==> config.mk <==
export PLATFORM = sky130hd
export DESIGN_NAME = alarm_ringer_flat
export DESIGN_NICKNAME = d
export VERILOG_FILES = /design/src/rtl/clock_pkg.sv /design/src/rtl/alarm_ringer_if.sv /design/src/rtl/edge_detect.sv /design/src/rtl/alarm_ringer.sv /design/src/flat_wrapper.sv
export SDC_FILE = /design/constraint.sdc
export NUM_CORES = 1
export LEC_CHECK = 0
export ABC_AREA = 0
export CAP_MARGIN = 10
export CORE_MARGIN = 5
export CORE_UTILIZATION = 40
export CTS_BUF_LIST = sky130_fd_sc_hd__clkbuf_16
export DETAILED_ROUTE_END_ITERATION = 12
export GPL_TIMING_DRIVEN = 0
export HOLD_SLACK_MARGIN = 0.12
export PLACE_DENSITY_LB_ADDON = 0.25
export SLEW_MARGIN = 20
export SYNTH_ARGS = -nofsm -noshare
export SYNTH_HDL_FRONTEND = slang
export SYNTH_HIERARCHICAL = 1
export SYNTH_SLANG_ARGS = --single-unit
==> constraint.sdc <==
create_clock -name newclk -period 5.32 [get_ports newclk]
set_input_delay 1.33 -clock newclk [delete_from_list [all_inputs] [get_ports newclk]]
set_output_delay 1.33 -clock newclk [all_outputs]
set_load 0.01 [all_outputs]
==> src/rtl/clock_pkg.sv <==
// Shared alarm-ringer types and parameter defaults.
// Holds the ring-state encoding and the saturating second-counter helper.
package clock_pkg;

    typedef enum logic [1:0] {
        ST_IDLE   = 2'd0,
        ST_RING   = 2'd1,
        ST_SNOOZE = 2'd2
    } ring_state_t;

    localparam int TONE_DIV_DEFAULT     = 25000;
    localparam int RING_TIMEOUT_DEFAULT = 60;
    localparam int SNOOZE_SEC_DEFAULT   = 300;
    localparam int MAX_SNOOZE_DEFAULT   = 3;

    localparam int SEC_W = 9;

    // Sticks at all-ones so a long ring or snooze can never wrap back to zero.
    function automatic logic [SEC_W-1:0] sat_inc(input logic [SEC_W-1:0] v);
        return (&v) ? v : v + SEC_W'(1);
    endfunction

endpackage

==> src/rtl/alarm_ringer_if.sv <==
// Alarm ringer control/status bundle: button and tick inputs, buzzer and state outputs.
interface alarm_ringer_if;
    import clock_pkg::*;

    logic        alarm_do;
    logic        sec_tick;
    logic        middle;
    logic        down;
    logic        buzz;
    ring_state_t ring_state;
    logic [2:0]  snooze_left;

    modport master (
        output alarm_do, sec_tick, middle, down,
        input  buzz, ring_state, snooze_left
    );

    modport slave (
        input  alarm_do, sec_tick, middle, down,
        output buzz, ring_state, snooze_left
    );
endinterface

==> src/rtl/edge_detect.sv <==
// Rising-edge detector: one-cycle pulse when level is high and was low last cycle.
module edge_detect (
    input  logic newclk,
    input  logic rst,
    input  logic level,
    output logic rise
);
    logic prev_reg;

    // Clearing to 0 lets a level already high at reset release count as an edge.
    always_ff @(posedge newclk) begin
        if (rst) prev_reg <= 1'b0;
        else     prev_reg <= level;
    end

    assign rise = level & ~prev_reg;
endmodule

==> src/rtl/alarm_ringer.sv <==
// Alarm ringer: rings on alarm edge, supports limited snoozes, auto-stops,
// and drives a 1 Hz beep-pause square-wave buzzer.
module alarm_ringer
    import clock_pkg::*;
#(
    parameter int TONE_DIV     = TONE_DIV_DEFAULT,
    parameter int RING_TIMEOUT = RING_TIMEOUT_DEFAULT,
    parameter int SNOOZE_SEC   = SNOOZE_SEC_DEFAULT,
    parameter int MAX_SNOOZE   = MAX_SNOOZE_DEFAULT
) (
    input  logic           newclk,
    input  logic           rst,
    alarm_ringer_if.slave  bus
);
    localparam int TW = (TONE_DIV > 1) ? $clog2(TONE_DIV) : 1;

    logic [2:0] level_vec;
    logic [2:0] rise_vec;
    logic       trig_rise;
    logic       dismiss_rise;
    logic       snooze_rise;

    ring_state_t      state_reg, state_next;
    logic [SEC_W-1:0] sec_cnt_reg, sec_cnt_next, sec_inc;
    logic [2:0]       snooze_left_reg, snooze_left_next;
    logic [TW-1:0]    tone_cnt_reg, tone_cnt_next;
    logic             buzz_reg, buzz_next;
    logic             enter_ring;

    assign level_vec = {bus.down, bus.middle, bus.alarm_do};

    generate
        for (genvar gi = 0; gi < 3; gi++) begin : g_edge
            edge_detect u_edge (
                .newclk (newclk),
                .rst    (rst),
                .level  (level_vec[gi]),
                .rise   (rise_vec[gi])
            );
        end
    endgenerate

    assign trig_rise    = rise_vec[0];
    assign dismiss_rise = rise_vec[1];
    assign snooze_rise  = rise_vec[2];

    always_ff @(posedge newclk) begin
        if (rst) begin
            state_reg       <= ST_IDLE;
            sec_cnt_reg     <= '0;
            snooze_left_reg <= 3'(MAX_SNOOZE);
            tone_cnt_reg    <= '0;
            buzz_reg        <= 1'b0;
        end else begin
            state_reg       <= state_next;
            sec_cnt_reg     <= sec_cnt_next;
            snooze_left_reg <= snooze_left_next;
            tone_cnt_reg    <= tone_cnt_next;
            buzz_reg        <= buzz_next;
        end
    end

    // Branch order encodes the dismiss > snooze > tick priority.
    always_comb begin
        state_next       = state_reg;
        sec_cnt_next     = sec_cnt_reg;
        snooze_left_next = snooze_left_reg;
        sec_inc          = sat_inc(sec_cnt_reg);
        case (state_reg)
            ST_IDLE: begin
                if (trig_rise) begin
                    state_next       = ST_RING;
                    sec_cnt_next     = '0;
                    snooze_left_next = 3'(MAX_SNOOZE);
                end
            end
            ST_RING: begin
                if (dismiss_rise) begin
                    state_next = ST_IDLE;
                end else if (snooze_rise && (snooze_left_reg != 3'd0)) begin
                    state_next       = ST_SNOOZE;
                    snooze_left_next = snooze_left_reg - 3'd1;
                    sec_cnt_next     = '0;
                end else if (bus.sec_tick) begin
                    sec_cnt_next = sec_inc;
                    if (sec_inc == SEC_W'(RING_TIMEOUT)) state_next = ST_IDLE;
                end
            end
            ST_SNOOZE: begin
                if (dismiss_rise) begin
                    state_next = ST_IDLE;
                end else if (bus.sec_tick) begin
                    if (sec_inc == SEC_W'(SNOOZE_SEC)) begin
                        state_next   = ST_RING;
                        sec_cnt_next = '0;
                    end else begin
                        sec_cnt_next = sec_inc;
                    end
                end
            end
            default: state_next = ST_IDLE;
        endcase
    end

    // Tone runs only through even seconds of an established ring; the divider
    // restarts from zero on entry and during every silent odd second.
    always_comb begin
        enter_ring    = (state_next == ST_RING) && (state_reg != ST_RING);
        buzz_next     = 1'b0;
        tone_cnt_next = '0;
        if ((state_next == ST_RING) && !enter_ring && !sec_cnt_next[0]) begin
            if (tone_cnt_reg == TW'(TONE_DIV - 1)) begin
                buzz_next = ~buzz_reg;
            end else begin
                tone_cnt_next = tone_cnt_reg + TW'(1);
                buzz_next     = buzz_reg;
            end
        end
    end

    assign bus.buzz        = buzz_reg;
    assign bus.ring_state  = state_reg;
    assign bus.snooze_left = snooze_left_reg;
endmodule

==> src/flat_wrapper.sv <==
// flat-port wrapper written by rule: the top's interface ports become plain ports
module alarm_ringer_flat import clock_pkg::*;
#(
    parameter int TONE_DIV     = TONE_DIV_DEFAULT,
    parameter int RING_TIMEOUT = RING_TIMEOUT_DEFAULT,
    parameter int SNOOZE_SEC   = SNOOZE_SEC_DEFAULT,
    parameter int MAX_SNOOZE   = MAX_SNOOZE_DEFAULT
)
  (newclk, rst, bus_alarm_do, bus_sec_tick, bus_middle, bus_down, bus_buzz, bus_ring_state, bus_snooze_left);
  alarm_ringer_if bus_i ();
  input  logic newclk;
  input  logic rst;
  input wire logic [$bits(bus_i.alarm_do)-1:0] bus_alarm_do;
  input wire logic [$bits(bus_i.sec_tick)-1:0] bus_sec_tick;
  input wire logic [$bits(bus_i.middle)-1:0] bus_middle;
  input wire logic [$bits(bus_i.down)-1:0] bus_down;
  output wire logic [$bits(bus_i.buzz)-1:0] bus_buzz;
  output wire logic [$bits(bus_i.ring_state)-1:0] bus_ring_state;
  output wire logic [$bits(bus_i.snooze_left)-1:0] bus_snooze_left;
  assign bus_i.alarm_do = bus_alarm_do;
  assign bus_i.sec_tick = bus_sec_tick;
  assign bus_i.middle = bus_middle;
  assign bus_i.down = bus_down;
  assign bus_buzz = bus_i.buzz;
  assign bus_ring_state = bus_i.ring_state;
  assign bus_snooze_left = bus_i.snooze_left;
  alarm_ringer #(.TONE_DIV(TONE_DIV), .RING_TIMEOUT(RING_TIMEOUT), .SNOOZE_SEC(SNOOZE_SEC), .MAX_SNOOZE(MAX_SNOOZE)) u_core (.newclk(newclk), .rst(rst), .bus(bus_i));
endmodule
# == After elaboration in Yosys (flattened, before gate mapping) ==
# Cells that the tools add are included.
# totals
wordCells,70
output_inout_bits,6
in_bits,6
regBits,33
# op_classes
add_sub_neg,3
eq_ne,13
n_bitwise,8
mux,22
reduce_logical,15
# op_table
cell,count
$mux W9,8
$pmux W9 S3,1
$mux W2,8
$add A15 B1 Y15 const B,1
$eq A15 B15 Y1 const B,1
$add A9 B1 Y9 const B,1
$eq A9 B6 Y1 const B,1
$eq A9 B9 Y1 const B,1
$mux W3,3
$reduce_and A9 Y1,1
$ne A2 B2 Y1 const B,4
$pmux W2 S3,1
$pmux W3 S2,1
$reduce_and A6 Y1,1
$reduce_bool A3 Y1,2
$not A1 Y1,5
$eq A2 B1 Y1 const B,2
$logic_and A1 B1 Y1,4
$ne A2 B1 Y1 const B,2
$reduce_and A4 Y1,1
$and A1 B1 Y1,3
$ne A3 B2 Y1 const B,1
$reduce_or A3 Y1,1
$sub A3 B1 Y3 const B,1
other kinds (5),6

# == Depth between registers and ports, before layout ==
# Gate-level depths: netlist of run 1.
# depth
depth_word,15
mapped_depth,9

# == Cells and area by module ==
# The synthesis of run 1 kept the hierarchy.
# by_module_without_submodules
module,cells_per_inst,seq_area_each_um2,area_per_inst_um2,instances
alarm_ringer,233,600.6,1876.8,1
edge_detect,3,20.0,47.5,3

# == Worst setup path before layout of run 1 ==
# Ideal clock, no wire load.
# synth_path
kind,input to register
start,in bus_middle
end,reg u_core.tone_cnt_reg[10]
t_arrival_ps,2617
required_time_ps,5205
n_path_buf,2
cell_stages,9
setup_ps,115
path_slack_ps,2588
cell_sequence,nor2b_4 -> clkbuf_1 -> inv_1 -> a21boi_1 -> a22oi_1 -> a22o_1 -> o211ai_2 -> buf_6 -> nor2_2
# synth_via
elab_chain_len,10
# synth_lines
item,line_no,source
start: declaration,flat_wrapper.sv:15,input wire logic [$bits(bus_i.middle)-1:0] bus_middle;
$and A1 B1 Y1 (*),edge_detect.sv:16,assign rise = level & ~prev_reg;
$mux W2 (on tied branches),"alarm_ringer.sv:90, alarm_ringer.sv:78",
$pmux W2 S3,alarm_ringer.sv:69,case (state_reg)
$eq A2 B1 Y1,"alarm_ringer.sv:108, alarm_ringer.sv:111",
$logic_and A1 B1 Y1,alarm_ringer.sv:108,enter_ring = (state_next == ST_RING) && (state_reg != ST_RING);
$logic_not A1 Y1,alarm_ringer.sv:111,if ((state_next == ST_RING) && !enter_ring && !sec_cnt_next[0]) begin
$logic_and A1 B1 Y1,alarm_ringer.sv:111,
$logic_and A1 B1 Y1 (*),alarm_ringer.sv:111,
$not A1 Y1 (no line) (*),--,
$reduce_or A3 Y1 (no line) (*),--,
end signal: assignment,alarm_ringer.sv:58,tone_cnt_reg <= tone_cnt_next;
end: declaration,alarm_ringer.sv:26,"logic [TW-1:0] tone_cnt_reg, tone_cnt_next;"
# Mark *: on every way between the ends. The rest lies on a longest branch, timed or not. The select of a mux whose other input is x is not followed.
# A chain may end at the register's enable or synchronous reset.

# == Final worst setup path of run 1 ==
# layout_path
start,in bus_middle
end,reg u_core.tone_cnt_reg[3]
# layout_via
elab_chain_len,10
# layout_lines
item,line_no,source
$and A1 B1 Y1 (*),edge_detect.sv:16,
net u_core.dismiss_rise,alarm_ringer.sv:20,logic dismiss_rise;
$mux W2 (on tied branches),"alarm_ringer.sv:90, alarm_ringer.sv:78",
$pmux W2 S3,alarm_ringer.sv:69,
$eq A2 B1 Y1,"alarm_ringer.sv:108, alarm_ringer.sv:111",
$logic_and A1 B1 Y1,alarm_ringer.sv:108,
$logic_not A1 Y1,alarm_ringer.sv:111,
$logic_and A1 B1 Y1,alarm_ringer.sv:111,
$logic_and A1 B1 Y1 (*),alarm_ringer.sv:111,
$not A1 Y1 (no line) (*),--,
$reduce_or A3 Y1 (no line) (*),--,
# Mark *: on every way through the listed nets, which the timed path passes. The rest lies on a longest branch. The select of a mux whose other input is x is not followed.

==> metrics, run 1 <==
outcome=finished clean; # H-tree levels=2; Reg2Reg Depth=9; Startpoint Class=input port; Primary FF master, synth=dfxtp_1; Port Buf Inserts=11; first-pass GRT wire length=7420 um; CTS Sinks=33; min Tclk post-route=3.26 ns; area of the multi-input gates=1260 um2; Hold Path Class=reg2reg; flops & latches, synth=33; Hold Path End=u_core/tone_cnt_reg[0]$_SDFF_PP0_; element type at the critical path end=flop; pin count of the biggest net entering global routing=11; die area=6570 um2; vias post-DR=1752; Synth Instances=242; fmax=307 MHz; Post-CTS Repair Setup Buffers=0; vias in the first global route=1630; Final Hold Vio Count=0; Slew @ Worst Pin=0.571 ns; CP peak stage delay=0.48 ns; synthesized net count=252; mapped cell area=2020 um2; Yosys top cell by area=dfxtp_1; RD Place Congestion=0.862; critical path class=in2reg; CTS max path bufs=2; # hold bufs at CTS=0; core area=4820 um2; Slew Limit Fails=0; Setup WS post-layout=2.06 ns; Synth Warn #=6; fraction of registers with async set/reset=0%; CTS tree=yes; clk root buf=clkbuf_16; grt ovf=0; Worst Min Path Start=u_core/tone_cnt_reg[0]$_SDFF_PP0_; clock latency on the worst-skew pair=0.28 ns; most frequent cell after synthesis=dfxtp_1; Starting Density=41.9%; Ant. Diodes=0; initial antenna violation count=0; height of the die=81.1 um; clk_skew=0.00425 ns; top post-synthesis cells by area=dfxtp_1 (33%), nor2_1 (5.0%), xor2_1 (4.8%); gr usage total=14.6%; top cell type's share of synthesized area=32.7%; Leak=0.837 nW; flop-to-flop setup slack=2.99 ns; Pwr Density=264 nW/um2; sequential cell area=661 um2; setup slack at placement=1.80 ns; Total Wirelength=4310 um; DRC=0; Filler cells=503; Reg-to-Reg End=u_core/tone_cnt_reg[3]$_SDFF_PP0_; synth unique cells=56; hold path cells=1; Pre-Repair DR Iteration Count=4; Via-to-Cell Ratio=5.36; DRT iter0 DRCs=154; Die Width=81.1 um; post-route ant nets=0; RSZ-0062 raised after global routing=no; slowest cell on the critical path=clkdlybuf4s50_1; clk slew on worst S/H paths=0.05 ns; share of layout cells above drive strength 1=15.4%; area delta synth->final=17.5%; aggregate negative setup slack=0 ns; hpwl dp=3160 um; Final Cycle Share=61.2%; RR Startpoint=u_core/sec_cnt_reg[1]$_SDFFE_PP0P_; Max VDD drop=168 uV; row count=25; WL/cell=13.2 um; WP data arrival=3.43 ns; Seq/Total Area, Yosys=32.7%; critical path cell sequence=clkdlybuf4s50_1 -> nor2b_4 -> clkbuf_1 -> inv_1 -> a21boi_1 -> a22oi_1 -> a22o_1 -> o211ai_2 -> buf_6 -> nor2_2; Max Cap Viol=0; required time of the worst setup path=5.49 ns; Max FO, Critical Path=10; Resize count post-CTS=0; Final setup viols=0; relative slew slack=61.6%; Inserted Clock Buffers=5; max reg flops=15; Buffers & Inverters on Critical Path=4; delay-heaviest family, CP=buffers and inverters; final net count=270; Synth top cells by count=dfxtp_1 (33), nor2_1 (27), nand2_1 (20), nand3_1 (12), o21ai_0 (12); number of flops mapped to enable cells by yosys=0; Ports=12; Avg Inst Size Synth=8.34 um2
## worst reg2reg max path, stage by stage (launching register included)
cell	delay, ns
dfxtp_1	0.42
ha_1	0.32
and3_1	0.22
buf_6	0.12
nand4_2	0.12
a311oi_4	0.32
a311oi_2	0.20
o211ai_2	0.25
buf_6	0.20
nor2_2	0.05
## power breakdown
group          switching [mW]  total, mW  internal (mW)
combinational          0.0331     0.0564         0.0232
clock                  0.0991      0.316          0.217
sequential            0.00302      0.254          0.251
## through the flow
step	hold slack [ns]	power, mW	cells	util, %	cell area (um2)
6_report	0.451	0.627	327	49.3	2370
5_1_grt	0.480	0.654	327	49.3	2370
4_1_cts	0.454	0.634	327	49.3	2370
3_5_place_dp	0.445	0.315	320	45.9	2210
3_3_place_gp	0.441	0.315	320	45.9	2210
2_1_floorplan	0.427	0.296	242	-	2020
## layer usage
layer	wire length (um)	up-vias	global-route usage, %	part of all wire, %
li1	-	896	-	-
met1	2030	810	18.3	47
met4	61	0	6.59	1.4
met2	1990	41	23.6	46
met3	232	5	3.55	5.4
met5	0	-	0	0
## kinds of logic (layout without fill, tap and decap cells)
group	after synthesis	in the layout	share of synthesized area [%]
buf+inv	20	38	5.02
simple gates	117	117	33.0
mux	1	1	0.496
flops	33	33	32.7
xor+xnor	19	19	8.24
compound gates	48	48	18.1
fa+ha+maj	4	4	2.48
## worst max-delay path by stage
stage | startpoint | end | slack, ns | depth (start not counted)
3_3_place_gp | bus_middle | u_core/tone_cnt_reg[9]$_SDFF_PP0_ | 1.81 | 10
3_5_place_dp | bus_middle | u_core/tone_cnt_reg[3]$_SDFF_PP0_ | 1.80 | 10
5_1_grt | bus_middle | u_core/tone_cnt_reg[3]$_SDFF_PP0_ | 1.89 | 10
4_1_cts | bus_middle | u_core/tone_cnt_reg[3]$_SDFF_PP0_ | 2.08 | 10
6_report | bus_middle | u_core/tone_cnt_reg[3]$_SDFF_PP0_ | 2.06 | 10
2_1_floorplan | bus_middle | u_core/tone_cnt_reg[10]$_SDFF_PP0_ | 2.59 | 9
## placed cells by master (no fill, tap or decap), types with 3 or more instances in the layout
cell type         n
dfxtp_1          33
nand2_1          20
clkbuf_16         5
o31ai_1           4
and3_1            3
nor2b_1           3
nor2b_4           6
a21oi_1           7
nor2_2           11
nor3_1            6
buf_2             3
inv_1             9
nor2_1           27
ha_1              4
nand4_1           5
clkdlybuf4s50_1  11
o21ai_0          12
clkbuf_1          4
nand2b_1          4
xor2_1           11
nand3_1          12
nor4_1            6
xnor2_1           8
## cell type report
class	count	share of cell area (%)
flip-flops and latches	33	27.8
plain buffers	11	2.85
multi-input cells	189	53.0
clock inverters	2	1.48
clock buffers	5	5.27
inverters	9	1.42
well taps	67	3.53
repair buffers	11	4.64
(Power assumes the default switching activity.)
==> inputs of run 2 (changes only) <==
==> constraint.sdc (replaced) <==
create_clock -name newclk -period 2.85 [get_ports newclk]
set_input_delay 0.7125 -clock newclk [delete_from_list [all_inputs] [get_ports newclk]]
set_output_delay 0.7125 -clock newclk [all_outputs]
set_load 0.01 [all_outputs]
==> results of run 2 <==
Same layout as run 1 (identical final DEF). Status: finished clean.
Main changes from that run: setup slack after placement 1.80 ns -> -0.0543 ns; setup slack after layout 2.06 ns -> 0.210 ns; register-to-register setup slack 2.99 ns -> 0.52 ns; total power 0.627 mW -> 1.17 mW; worst IR drop on VDD 168 uV -> 314 uV
==> inputs of run 3 (changes only) <==
--- a/config.mk
+++ b/config.mk
@@ -7,7 +7,7 @@
 export LEC_CHECK = 0
 export ABC_AREA = 0
 export CAP_MARGIN = 10
-export CORE_MARGIN = 5
+export CORE_MARGIN = 2
 export CORE_UTILIZATION = 40
 export CTS_BUF_LIST = sky130_fd_sc_hd__clkbuf_16
 export DETAILED_ROUTE_END_ITERATION = 12
==> run 3 against run 2 <==
Net effect:
- routed wire length is 3.0% lower
- hold slack gained 0.0074 ns
- count of clock-buffer cells in the layout unchanged
- combinational power hardly changed
- clock power rose by 3%
- sequential cell count stayed put
- first-iteration DRC count is 23% higher
- clock skew about the same
- total power rose by 1.2%
- global-route usage grew 1.8 points
- via count about the same
- critical path depth is the same
- critical path type unchanged
- critical endpoint is now u_core/tone_cnt_reg[10]$_SDFF_PP0_
==> metrics, run 3 (same netlist as run 1, synthesis figures left out) <==
Ports=12 (unchanged); Pre-Repair DR Iteration Count=4 (unchanged); fmax=385 MHz (was 379 MHz); min Tclk post-route=2.59 ns (was 2.64 ns); vias post-DR=1751 (was 1752); CTS max path bufs=2 (unchanged); RR Startpoint=u_core/sec_cnt_reg[1]$_SDFFE_PP0P_ (unchanged); Final setup viols=0 (unchanged); slowest cell on the critical path=clkdlybuf4s50_1 (unchanged); Leak=0.835 nW (was 0.837 nW); first element of the critical path=bus_middle (unchanged); final instance area=2380 um2 (was 2370 um2); # hold bufs at CTS=0 (unchanged); Post-DP Area=2210 um2 (unchanged); critical path class=in2reg (unchanged); RSZ-0062 raised after global routing=no (unchanged); WP data arrival=2.76 ns (was 2.81 ns); grt ovf=0 (unchanged); first-pass GRT wire length=6950 um (was 7420 um); clk_skew=0.00446 ns (was 0.00425 ns); relative slew slack=60.4% (was 61.6%); Pwr Density=497 nW/um2 (was 493 nW/um2); CTS Sinks=33 (unchanged); max reg flops=15 (unchanged); row count=25 (unchanged); required time of the worst setup path=3.02 ns (about the same); sequential cell area=661 um2 (unchanged); Buffers & Inverters on Critical Path=4 (unchanged); Post-CTS Repair Setup Buffers=0 (unchanged); Slew Limit Fails=0 (unchanged); delay-heaviest family, CP=buffers and inverters (unchanged); height of the die=75.1 um (was 81.1 um); Port Buf Inserts=11 (unchanged); critical path cell sequence=clkdlybuf4s50_1 -> nor2b_4 -> clkbuf_1 -> inv_1 -> a21boi_1 -> a22oi_1 -> a22o_1 -> o211ai_2 -> buf_6 -> nor2_2 (unchanged); Filler cells=486 (was 503); clk slew on worst S/H paths=0.05 ns (about the same); vias in the first global route=1526 (was 1630); CP peak stage delay=0.47 ns (was 0.48 ns); DRC=0 (unchanged); WL/cell=12.8 um (was 13.2 um); post-route ant nets=0 (unchanged); Total Wirelength=4190 um (was 4310 um); area of the multi-input gates=1260 um2 (unchanged); Max VDD drop=267 uV (was 314 uV); Slew @ Worst Pin=0.588 ns (was 0.571 ns); CTS tree=yes (unchanged); Max Cap Viol=0 (unchanged); Via-to-Cell Ratio=5.34 (was 5.36); initial antenna violation count=0 (unchanged); Setup WS post-layout=0.256 ns (was 0.210 ns); most frequent cells in the layout=dfxtp_1 (33), nor2_1 (27), nand2_1 (20) (unchanged); Inserted Clock Buffers=5 (unchanged); post-layout total power=1.18 mW (was 1.17 mW); final net count=270 (unchanged); final cell count without fillers=328 (was 327); clock latency on the worst-skew pair=0.28 ns (about the same); RD Place Congestion=0.874 (was 0.862); die area=5630 um2 (was 6570 um2); clk root buf=clkbuf_16 (unchanged); area delta synth->final=17.8% (was 17.5%); Resize count post-CTS=0 (unchanged); Hold Path Class=reg2reg (unchanged); Worst Min Path Start=u_core/tone_cnt_reg[0]$_SDFF_PP0_ (unchanged); commonest non-fill, non-tap cell in the layout=dfxtp_1 (unchanged); core area=4790 um2 (was 4820 um2); pin count of the biggest net entering global routing=12 (was 11); Starting Density=42.2% (was 41.9%); Final Hold Vio Count=0 (unchanged); element type at the critical path end=flop (unchanged); DRT iter0 DRCs=189 (was 154); Ant. Diodes=0 (unchanged); hpwl dp=3070 um (was 3160 um); Final Cycle Share=91.0% (was 92.6%); # H-tree levels=2 (unchanged); setup slack at placement=-0.00120 ns (was -0.0543 ns); outcome=finished clean (unchanged); Max FO, Critical Path=10 (unchanged); gr usage total=16.4% (was 14.6%); Die Width=75.1 um (was 81.1 um); Startpoint Class=input port (unchanged); # placed instances=320 (unchanged); share of layout cells above drive strength 1=15.3% (was 15.4%)
run 3: changes by cell type in the layout (fill, tap and decap cells not counted):
cell	before	now
clkinv_1	0	1
clkinv_2	1	0
clkinvlp_4	0	1
run 3: final cells by class:
cell class | instances | area share, %
multi-input cells | 189 | 52.8
flip-flops and latches | 33 | 27.8
clock buffers | 5 | 5.26
repair buffers | 11 | 4.63
well taps | 67 | 3.52
plain buffers | 11 | 2.84
clock inverters | 3 | 1.74
inverters | 9 | 1.42
run 3: worst paths after layout:
path | end | cells after the start | slack, ns
worst min-delay path | u_core/tone_cnt_reg[0]$_SDFF_PP0_ | 1 | 0.46
worst min register to register | u_core/tone_cnt_reg[0]$_SDFF_PP0_ | 1 | 0.46
worst max-delay path | u_core/tone_cnt_reg[10]$_SDFF_PP0_ | 10 | 0.26
worst max register to register | u_core/tone_cnt_reg[10]$_SDFF_PP0_ | 9 | 0.52
run 3: per-layer routing:
layer | GRT usage, % | up-vias | wire (um)
li1 | - | 907 | -
met1 | 21.6 | 805 | 2070
met2 | 25.7 | 37 | 1900
met3 | 3.61 | 2 | 174
met4 | 7.14 | 0 | 34
met5 | 0 | - | 0
run 3: power by group:
part | switching (mW) | internal (mW) | total, mW
Clock | 0.198 | 0.409 | 0.607
Combinational | 0.0597 | 0.0433 | 0.103
Sequential | 0.00541 | 0.469 | 0.474
Total | 0.263 | 0.921 | 1.18
run 3: through the flow:
step	hold WS [ns]	setup TNS, ns	utilization (%)
after floorplan	0.427	0	-
after global placement	0.441	-0.0603	46.2
after detailed placement	0.447	-0.00120	46.2
after CTS	0.459	0	49.7
after global routing	0.484	0	49.7
final	0.459	0	49.7
run 3: worst reg2reg max path, delay by kind of cell (launching register included):
kind | cells | cell delay [ns]
AND/OR/NAND/NOR | 3 | 0.38
AO/OA/AOI/OAI | 3 | 0.79
flip-flops | 1 | 0.43
buffers and inverters | 2 | 0.32
adder cells (fa/ha/maj) | 1 | 0.31
